### config.mk
export PLATFORM = sky130hd
export DESIGN_NAME = immediate_encoder_flat
export DESIGN_NICKNAME = d
export VERILOG_FILES = /design/src/rtl/immediate_encoder_if.sv /design/src/rtl/immediate_encoder.sv /design/src/flat_wrapper.sv
export SDC_FILE = /design/constraint.sdc
export NUM_CORES = 1
export LEC_CHECK = 0
export ABC_CLOCK_PERIOD_IN_PS = 3100
export CORE_UTILIZATION = 25
export DETAILED_ROUTE_END_ITERATION = 12
export PLACE_DENSITY = 0.54
export SLEW_MARGIN = 0
export SYNTH_ARGS = -nofsm -noshare
export SYNTH_HDL_FRONTEND = slang
export SYNTH_SLANG_ARGS = --single-unit
export TNS_END_PERCENT = 100
### constraint.sdc
create_clock -name clk -period 3.1 [get_ports clk]
set_input_delay 0.62 -clock clk [delete_from_list [all_inputs] [get_ports clk]]
set_output_delay 0.62 -clock clk [all_outputs]
set_load 0.03 [all_outputs]
### src/rtl/immediate_encoder_if.sv
// Request/result bundle for the immediate encoder.
// master = requester, slave = encoder.
interface immediate_encoder_if;
  logic        start;
  logic [31:0] value;
  logic        ready;
  logic        busy;
  logic        done;
  logic        found;
  logic [11:0] shiftOperand;

  modport master (
    output start, value,
    input  ready, busy, done, found, shiftOperand
  );

  modport slave (
    input  start, value,
    output ready, busy, done, found, shiftOperand
  );
endinterface

### src/rtl/immediate_encoder.sv
// Multi-cycle search for the {rot,imm8} operand-2 encoding of a
// 32-bit constant; LANES rotations are tried per SEARCH cycle.
module immediate_encoder #(
  parameter int LANES = 1
) (
  input  logic               clk,
  input  logic               rst_n,
  immediate_encoder_if.slave bus
);

  localparam int         NG   = 16 / LANES;
  localparam logic [3:0] LAST = 4'(NG - 1);

  typedef enum logic [1:0] {
    S_IDLE   = 2'd0,
    S_SEARCH = 2'd1,
    S_DONE   = 2'd2
  } state_t;

  state_t      r_state;
  state_t      w_next;
  logic [31:0] r_val;
  logic [3:0]  r_grp;
  logic        r_found;
  logic [11:0] r_shop;

  logic        w_ready;
  logic        w_busy;
  logic        w_done;
  logic        w_hit;
  logic [3:0]  w_r;
  logic [7:0]  w_imm;
  logic [31:0] w_tmp;
  logic        w_acc;

  function automatic logic [31:0] rol2(
    input logic [31:0] x,
    input logic [3:0]  r
  );
    logic [63:0] t;
    t = {x, x} << {r, 1'b0};
    return t[63:32];
  endfunction

  function automatic logic [3:0] lane_r(
    input logic [3:0] g,
    input int         l
  );
    int t;
    t = int'(g) * LANES + l;
    return t[3:0];
  endfunction

  assign w_acc = (r_state == S_IDLE) && bus.start;

  // Walk lanes high to low so the lowest hit wins.
  always_comb begin
    w_hit = 1'b0;
    w_r   = 4'd0;
    w_imm = 8'd0;
    w_tmp = 32'd0;
    for (int l = LANES - 1; l >= 0; l--) begin
      w_tmp = rol2(r_val, lane_r(r_grp, l));
      if (w_tmp[31:8] == 24'd0) begin
        w_hit = 1'b1;
        w_r   = lane_r(r_grp, l);
        w_imm = w_tmp[7:0];
      end
    end
  end

  always_ff @(posedge clk or negedge rst_n) begin
    if (!rst_n) begin
      r_state <= S_IDLE;
    end else begin
      r_state <= w_next;
    end
  end

  always_comb begin
    w_next = r_state;
    unique case (r_state)
      S_IDLE:   if (bus.start) w_next = S_SEARCH;
      S_SEARCH: if (w_hit || r_grp == LAST) w_next = S_DONE;
      S_DONE:   w_next = S_IDLE;
      default:  w_next = S_IDLE;
    endcase
  end

  always_comb begin
    w_ready = 1'b0;
    w_busy  = 1'b0;
    w_done  = 1'b0;
    unique case (r_state)
      S_IDLE:   w_ready = 1'b1;
      S_SEARCH: w_busy  = 1'b1;
      S_DONE:   w_done  = 1'b1;
      default:  ;
    endcase
  end

  always_ff @(posedge clk or negedge rst_n) begin
    if (!rst_n) begin
      r_val   <= 32'd0;
      r_grp   <= 4'd0;
      r_found <= 1'b0;
      r_shop  <= 12'd0;
    end else if (w_acc) begin
      r_val   <= bus.value;
      r_grp   <= 4'd0;
      r_found <= 1'b0;
      r_shop  <= 12'd0;
    end else if (r_state == S_SEARCH) begin
      if (w_hit) begin
        r_found <= 1'b1;
        r_shop  <= {w_r, w_imm};
      end else if (r_grp == LAST) begin
        r_found <= 1'b0;
        r_shop  <= 12'd0;
      end else begin
        r_grp <= r_grp + 4'd1;
      end
    end
  end

  assign bus.ready        = w_ready;
  assign bus.busy         = w_busy;
  assign bus.done         = w_done;
  assign bus.found        = r_found;
  assign bus.shiftOperand = r_shop;

endmodule
### src/flat_wrapper.sv
// flat-port wrapper written by rule: the top's interface ports become plain ports
module immediate_encoder_flat 
#(
  parameter int LANES = 1
)
  (clk, rst_n, bus_start, bus_value, bus_ready, bus_busy, bus_done, bus_found, bus_shiftOperand);
  immediate_encoder_if bus_i ();
  input  logic clk;
  input  logic rst_n;
  input wire logic [$bits(bus_i.start)-1:0] bus_start;
  input wire logic [$bits(bus_i.value)-1:0] bus_value;
  output wire logic [$bits(bus_i.ready)-1:0] bus_ready;
  output wire logic [$bits(bus_i.busy)-1:0] bus_busy;
  output wire logic [$bits(bus_i.done)-1:0] bus_done;
  output wire logic [$bits(bus_i.found)-1:0] bus_found;
  output wire logic [$bits(bus_i.shiftOperand)-1:0] bus_shiftOperand;
  assign bus_i.start = bus_start;
  assign bus_i.value = bus_value;
  assign bus_ready = bus_i.ready;
  assign bus_busy = bus_i.busy;
  assign bus_done = bus_i.done;
  assign bus_found = bus_i.found;
  assign bus_shiftOperand = bus_i.shiftOperand;
  immediate_encoder #(.LANES(LANES)) u_core (.clk(clk), .rst_n(rst_n), .bus(bus_i));
endmodule
; ---- Word level (Yosys, flattened, before mapping)
; Index checks and enable logic that the tools add are counted.
[word_totals]
reg_bits = 51
inputBits = 35
output_inout_bits = 16
elab_cells = 44
[op_classes]
n_addsub = 1
eq_ne = 7
shifts = 1
mux = 21
n_reduce_logical = 9
[ops]
columns = op, n
row1 = << shifter 64 x 5 -> 64 bit, 1
row2 = two-way mux 12 bit, 4
row3 = zero test 24 bit, 1
row4 = two-way mux 4 bit, 5
row5 = two-way mux 1 bit, 8
row6 = two-way mux 8 bit, 1
row7 = adder 4 x 1 -> 4 bit (second input constant), 1
row8 = equality test 4 bit (second input constant), 1
row9 = two-way mux 2 bit, 2
row10 = != test 2 x 1 -> 1 bit (second input constant), 2
row11 = != test 2 bit (second input constant), 2
row12 = one-hot mux 2 bit (2 select lines), 1
row13 = AND reduction 2 bit, 2
row14 = AND reduction 3 bit, 1
row15 = nonzero test 3 bit, 1
row16 = equality test 2 x 1 -> 1 bit (second input constant), 1
row17 = equality test 2 bit (second input constant), 1
row18 = zero test 2 bit, 1
row19 = nonzero test 2 bit, 1
row20 = logical AND 1 bit, 1
row21 = logical OR 1 bit, 1

; ---- Depth between registers and ports, before layout
[logic_depth]
word_depth = 6
mapped_depth = 12
depth_no_buf = 7

; ---- Least setup slack after synthesis
; No wires, ideal clock.
[synth_path]
kind = flip-flop to flip-flop
from = reg u_core.r_grp[0]
to = reg u_core.r_grp[1]
setup_ns = 0.128
t_arrival_ns = 2.477
required_ns = 2.972
path_slack_ns = 0.496
stages_incl_launch_ff = 10
n_path_buf = 2
synth_period_minus_slack_ns = 2.604
path_cell_list = dfrtp_1 buf_6 buf_2 or3_1 a2111oi_0 a22oi_1 a211o_1 a21o_4 nand3_2 mux2_1
[synth_between]
elab_chain_len = 5
elab_cells_between_ends = 12
cone_classes = add/sub (1) / eq/ne (3) / shift (1) / mux (5) / reduce/logical (2)
[synth_lines]
columns = item, line
row1 = from (decl), immediate_encoder.sv:23  ; logic [3:0] r_grp;
row2 = from (signal assigned), immediate_encoder.sv:121  ; r_grp <= r_grp + 4'd1;
row3 = << shifter 64 x 5 -> 64 bit / adder 4 x 1 -> 4 bit (equally long branches), "immediate_encoder.sv:41, immediate_encoder.sv:121"
row4 = zero test 24 bit / two-way mux 4 bit (equally long branches), "immediate_encoder.sv:64, immediate_encoder.sv:117"
row5 = two-way mux 1 bit / two-way mux 4 bit (equally long branches), "immediate_encoder.sv:64, immediate_encoder.sv:114"
row6 = != test 2 bit (no line) / two-way mux 4 bit (equally long branches), -
row7 = AND reduction 3 bit (no line) / two-way mux 4 bit (equally long branches), -
; Several ways; a longest one is shown, not always the timed one. The select of a mux whose other input is x is not followed.
; A chain may end at the register's enable or synchronous reset.

; ---- Worst setup path in the final report
; Same ends and word-level chain as after synthesis.

==> results.json <==
{
  "status": "finished with violations",
  "violations": "DRC",
  "cts_tree": "yes",
  "grt_overflow": 0,
  "seq_area_frac_synth": 0.334,
  "setup_ws_ps": 156,
  "timing.rr.start": "u_core.r_grp[0]$_DFFE_PN0P_",
  "clk_pin_slew_worst_paths_ps": 60,
  "cellInternalPower_mw": 2.83,
  "ys_ff_latch": 51,
  "ios": 51,
  "fin_setup_tns_ps": 0,
  "synth-edff-count": 0,
  "clk-insertion-delay-late_ps": 290,
  "initial_utilization": 0.260,
  "syn_inst": 382,
  "die_y_um": 126,
  "worstMarginPinSlew_ps": 604,
  "ys_warn_count": 0,
  "hp-class": "input port to async pin",
  "cts_sinks": 51,
  "worstSetupEndpointType": "flop",
  "r2r_end": "u_core.r_grp[1]$_DFFE_PN0P_",
  "num-fill-cells": 1515,
  "fp.dieArea_um2": 15800,
  "gp_congestion": 0.968,
  "p_leak_nw": 1.97,
  "area_delta_synth_final_pct": 20.7,
  "synth_area_per_cell_um2": 10.0,
  "synth_area_um2": 3820,
  "worst_clock_skew_ps": 6.57,
  "drc": 4,
  "cts-root-buf": "clkbuf_16",
  "setup_viol": 0,
  "final_util": 0.314,
  "ff2ff_path_depth": 7,
  "regToRegSetupSlack_ps": 160,
  "cts-htree-levels": 2,
  "cp_max_fo": 12,
  "post-cts-setup-buffers": 0,
  "wl_um": 10900,
  "power_frac_comb": 0.627,
  "ir_drop_v": 0.000335,
  "synth_flop_cell": "dfrtp_1",
  "grt_pass1_wl_um": 17700,
  "antenna_found_initial": 0,
  "numCtsBuffers": 5,
  "final_max_slew_viol_count": 0,
  "grt_pass1_vias": 3107,
  "start_kind": "flop",
  "switchingPower_mw": 2.28,
  "drive_above_1_share": 0.164,
  "rsz0062_at_grt": "false",
  "post-place-ws_ps": 161,
  "vias": 3144,
  "fp.dieW_um": 126,
  "routedWlPerCell_um": 17.8,
  "crit_required_ps": 3280,
  "fmax_mhz": 340,
  "clockBufferDepth": 2,
  "layout.nets": 462,
  "pwr-share-clk": 0.101,
  "pwr-share-seq": 0.272,
  "fin_crit_sh": 0.950,
  "relSlewSlack": 0.597,
  "power_density_nw_per_um2": 1110,
  "ant_nets": 0,
  "ys_types": 53,
  "num_antenna_cells": 0,
  "grtUsageTotal": 0.145,
  "hold_viol_final": 0,
  "grt_max_degree": 39,
  "syn-num-nets": 418,
  "crit_type": "flop to flop",
  "maxCapViolCount": 0,
  "async_reset_ff_frac": 1.00,
  "post-dp-hpwl_um": 8240,
  "post_cts_resized": 0,
  "hold_ws_ps": 320,
  "rows": 44,
  "crit_arrival_ps": 3120,
  "hold_buffers": 0,
  "coreArea_um2": 14700,
  "first_iter_violations": 275,
  "finalWorstPathRequiredPeriod_ps": 2940,
  "p_sw_frac": 0.447,
  "io_buffers": 50,
  "dr.pass1.iters": 9,
  "vias_per_cell": 5.15
}
-- cell usage in the layout, fill, tap and decap left out, types with 2 or more instances in the layout --
master / synthesis / layout
nor3b_1: 4 / 4
mux4_1: 2 / 2
a2111oi_0: 4 / 4
a211o_1: 2 / 2
a31oi_1: 2 / 2
o211ai_1: 5 / 5
a22o_1: 12 / 12
clkbuf_16: 0 / 5
nor4b_1: 2 / 2
mux2_2: 8 / 8
mux2i_1: 21 / 21
nor2_1: 20 / 20
nand3_1: 5 / 5
a211oi_1: 2 / 2
a21oi_1: 10 / 10
inv_1: 3 / 3
or3_1: 2 / 2
buf_4: 1 / 18
dfrtp_1: 51 / 50
o21ai_0: 4 / 4
mux4_2: 25 / 25
a22oi_1: 2 / 2
nor3_1: 13 / 13
clkbuf_1: 10 / 2
mux2_1: 4 / 4
nor2b_1: 5 / 5
buf_12: 2 / 3
nor4_1: 3 / 3
mux4_4: 4 / 4
nand2_1: 112 / 112
clkdlybuf4s50_1: 0 / 49
nand2b_1: 2 / 2
-- sequential cells by signal (all words and copies together), names as in the netlist --
name and flops:
u_core.r_grp 4, u_core.r_state 2, u_core.r_val 32, u_core.bus.found 1
u_core.bus.shiftOperand 12
-- synth_stat cells (all sizes together) (6+ instances only) --
| cell type | instances | area share |
|---|---|---|
| dfrtp | 51 | 0.33 |
| mux2i | 21 | 0.055 |
| a21oi | 10 | 0.013 |
| mux4 | 31 | 0.19 |
| nor3 | 13 | 0.017 |
| mux2 | 12 | 0.035 |
| buf | 22 | 0.055 |
| nor2 | 21 | 0.025 |
| a22o | 12 | 0.028 |
| clkbuf | 11 | 0.012 |
| nand2 | 112 | 0.11 |
| nand3 | 6 | 0.0092 |
-- worst max path at each step --
stage	from	endpoint	slack (ps)	depth (start not counted)
after global placement	u_core.r_grp[0]$_DFFE_PN0P_	u_core.bus.shiftOperand[4]$_DFFE_PN0P_	190	8
after floorplan	u_core.r_grp[0]$_DFFE_PN0P_	u_core.r_grp[1]$_DFFE_PN0P_	500	9
after detailed placement	u_core.r_grp[0]$_DFFE_PN0P_	u_core.r_grp[1]$_DFFE_PN0P_	160	8
after CTS	u_core.r_grp[0]$_DFFE_PN0P_	u_core.r_grp[1]$_DFFE_PN0P_	140	7
final	u_core.r_grp[0]$_DFFE_PN0P_	u_core.r_grp[1]$_DFFE_PN0P_	160	7
after global routing	u_core.r_grp[0]$_DFFE_PN0P_	u_core.bus.shiftOperand[4]$_DFFE_PN0P_	20	8
-- cell type report --
| cell class | count | area [um2] | area share |
|---|---|---|---|
| inverter | 4 | 15.0 | 0.00326 |
| multi-input combinational | 293 | 2260 | 0.491 |
| tap | 184 | 230 | 0.0499 |
| timing repair buffer | 71 | 691 | 0.150 |
| sequential | 51 | 1280 | 0.278 |
| clock buffer | 7 | 133 | 0.0288 |
-- cell families after synthesis --
| kind of cell | after synthesis | synth area share |
|---|---|---|
| AOI/OAI and AO/OA | 52 | 0.106 |
| adders and majority gates | 1 | 0.00327 |
| buffers and inverters | 38 | 0.0737 |
| DFF | 51 | 0.334 |
| muxes | 64 | 0.278 |
| and+or+nand+nor | 176 | 0.205 |
-- metrics by stage --
step,std cells,cell area [um2],power [mW]
floorplan,382,3820,3.70
global placement,603,4480,4.57
detailed placement,603,4480,4.58
CTS,610,4610,5.12
global route,610,4610,5.48
finish,610,4610,5.11
-- routing by layer --
| metal | global-route usage | up-vias | wire length [um] |
|---|---|---|---|
| met5 | 0 | - | 0 |
| met4 | 0.0560 | 0 | 301 |
| met3 | 0.0370 | 17 | 813 |
| met2 | 0.223 | 128 | 4960 |
| met1 | 0.195 | 1512 | 4790 |
| li1 | - | 1487 | - |
-- worst max-delay path, stage by stage, from the launching register on --
cell and delay, ps:
dfrtp_4 540, mux4_1 630, a2111oi_0 480, a22oi_1 180
a211o_1 300, a21o_4 240, nand3_2 120, mux2_1 330
-- power groups by stage --
stage	clock [mW]	sequential, mW	combinational, mW
after CTS	0.538	1.38	3.21
after floorplan	0	1.18	2.52
after global routing	0.558	1.44	3.48
after global placement	0	1.39	3.19
final	0.517	1.39	3.20
after detailed placement	0	1.39	3.19
No activity file was read; power rests on OpenSTA's default activity.
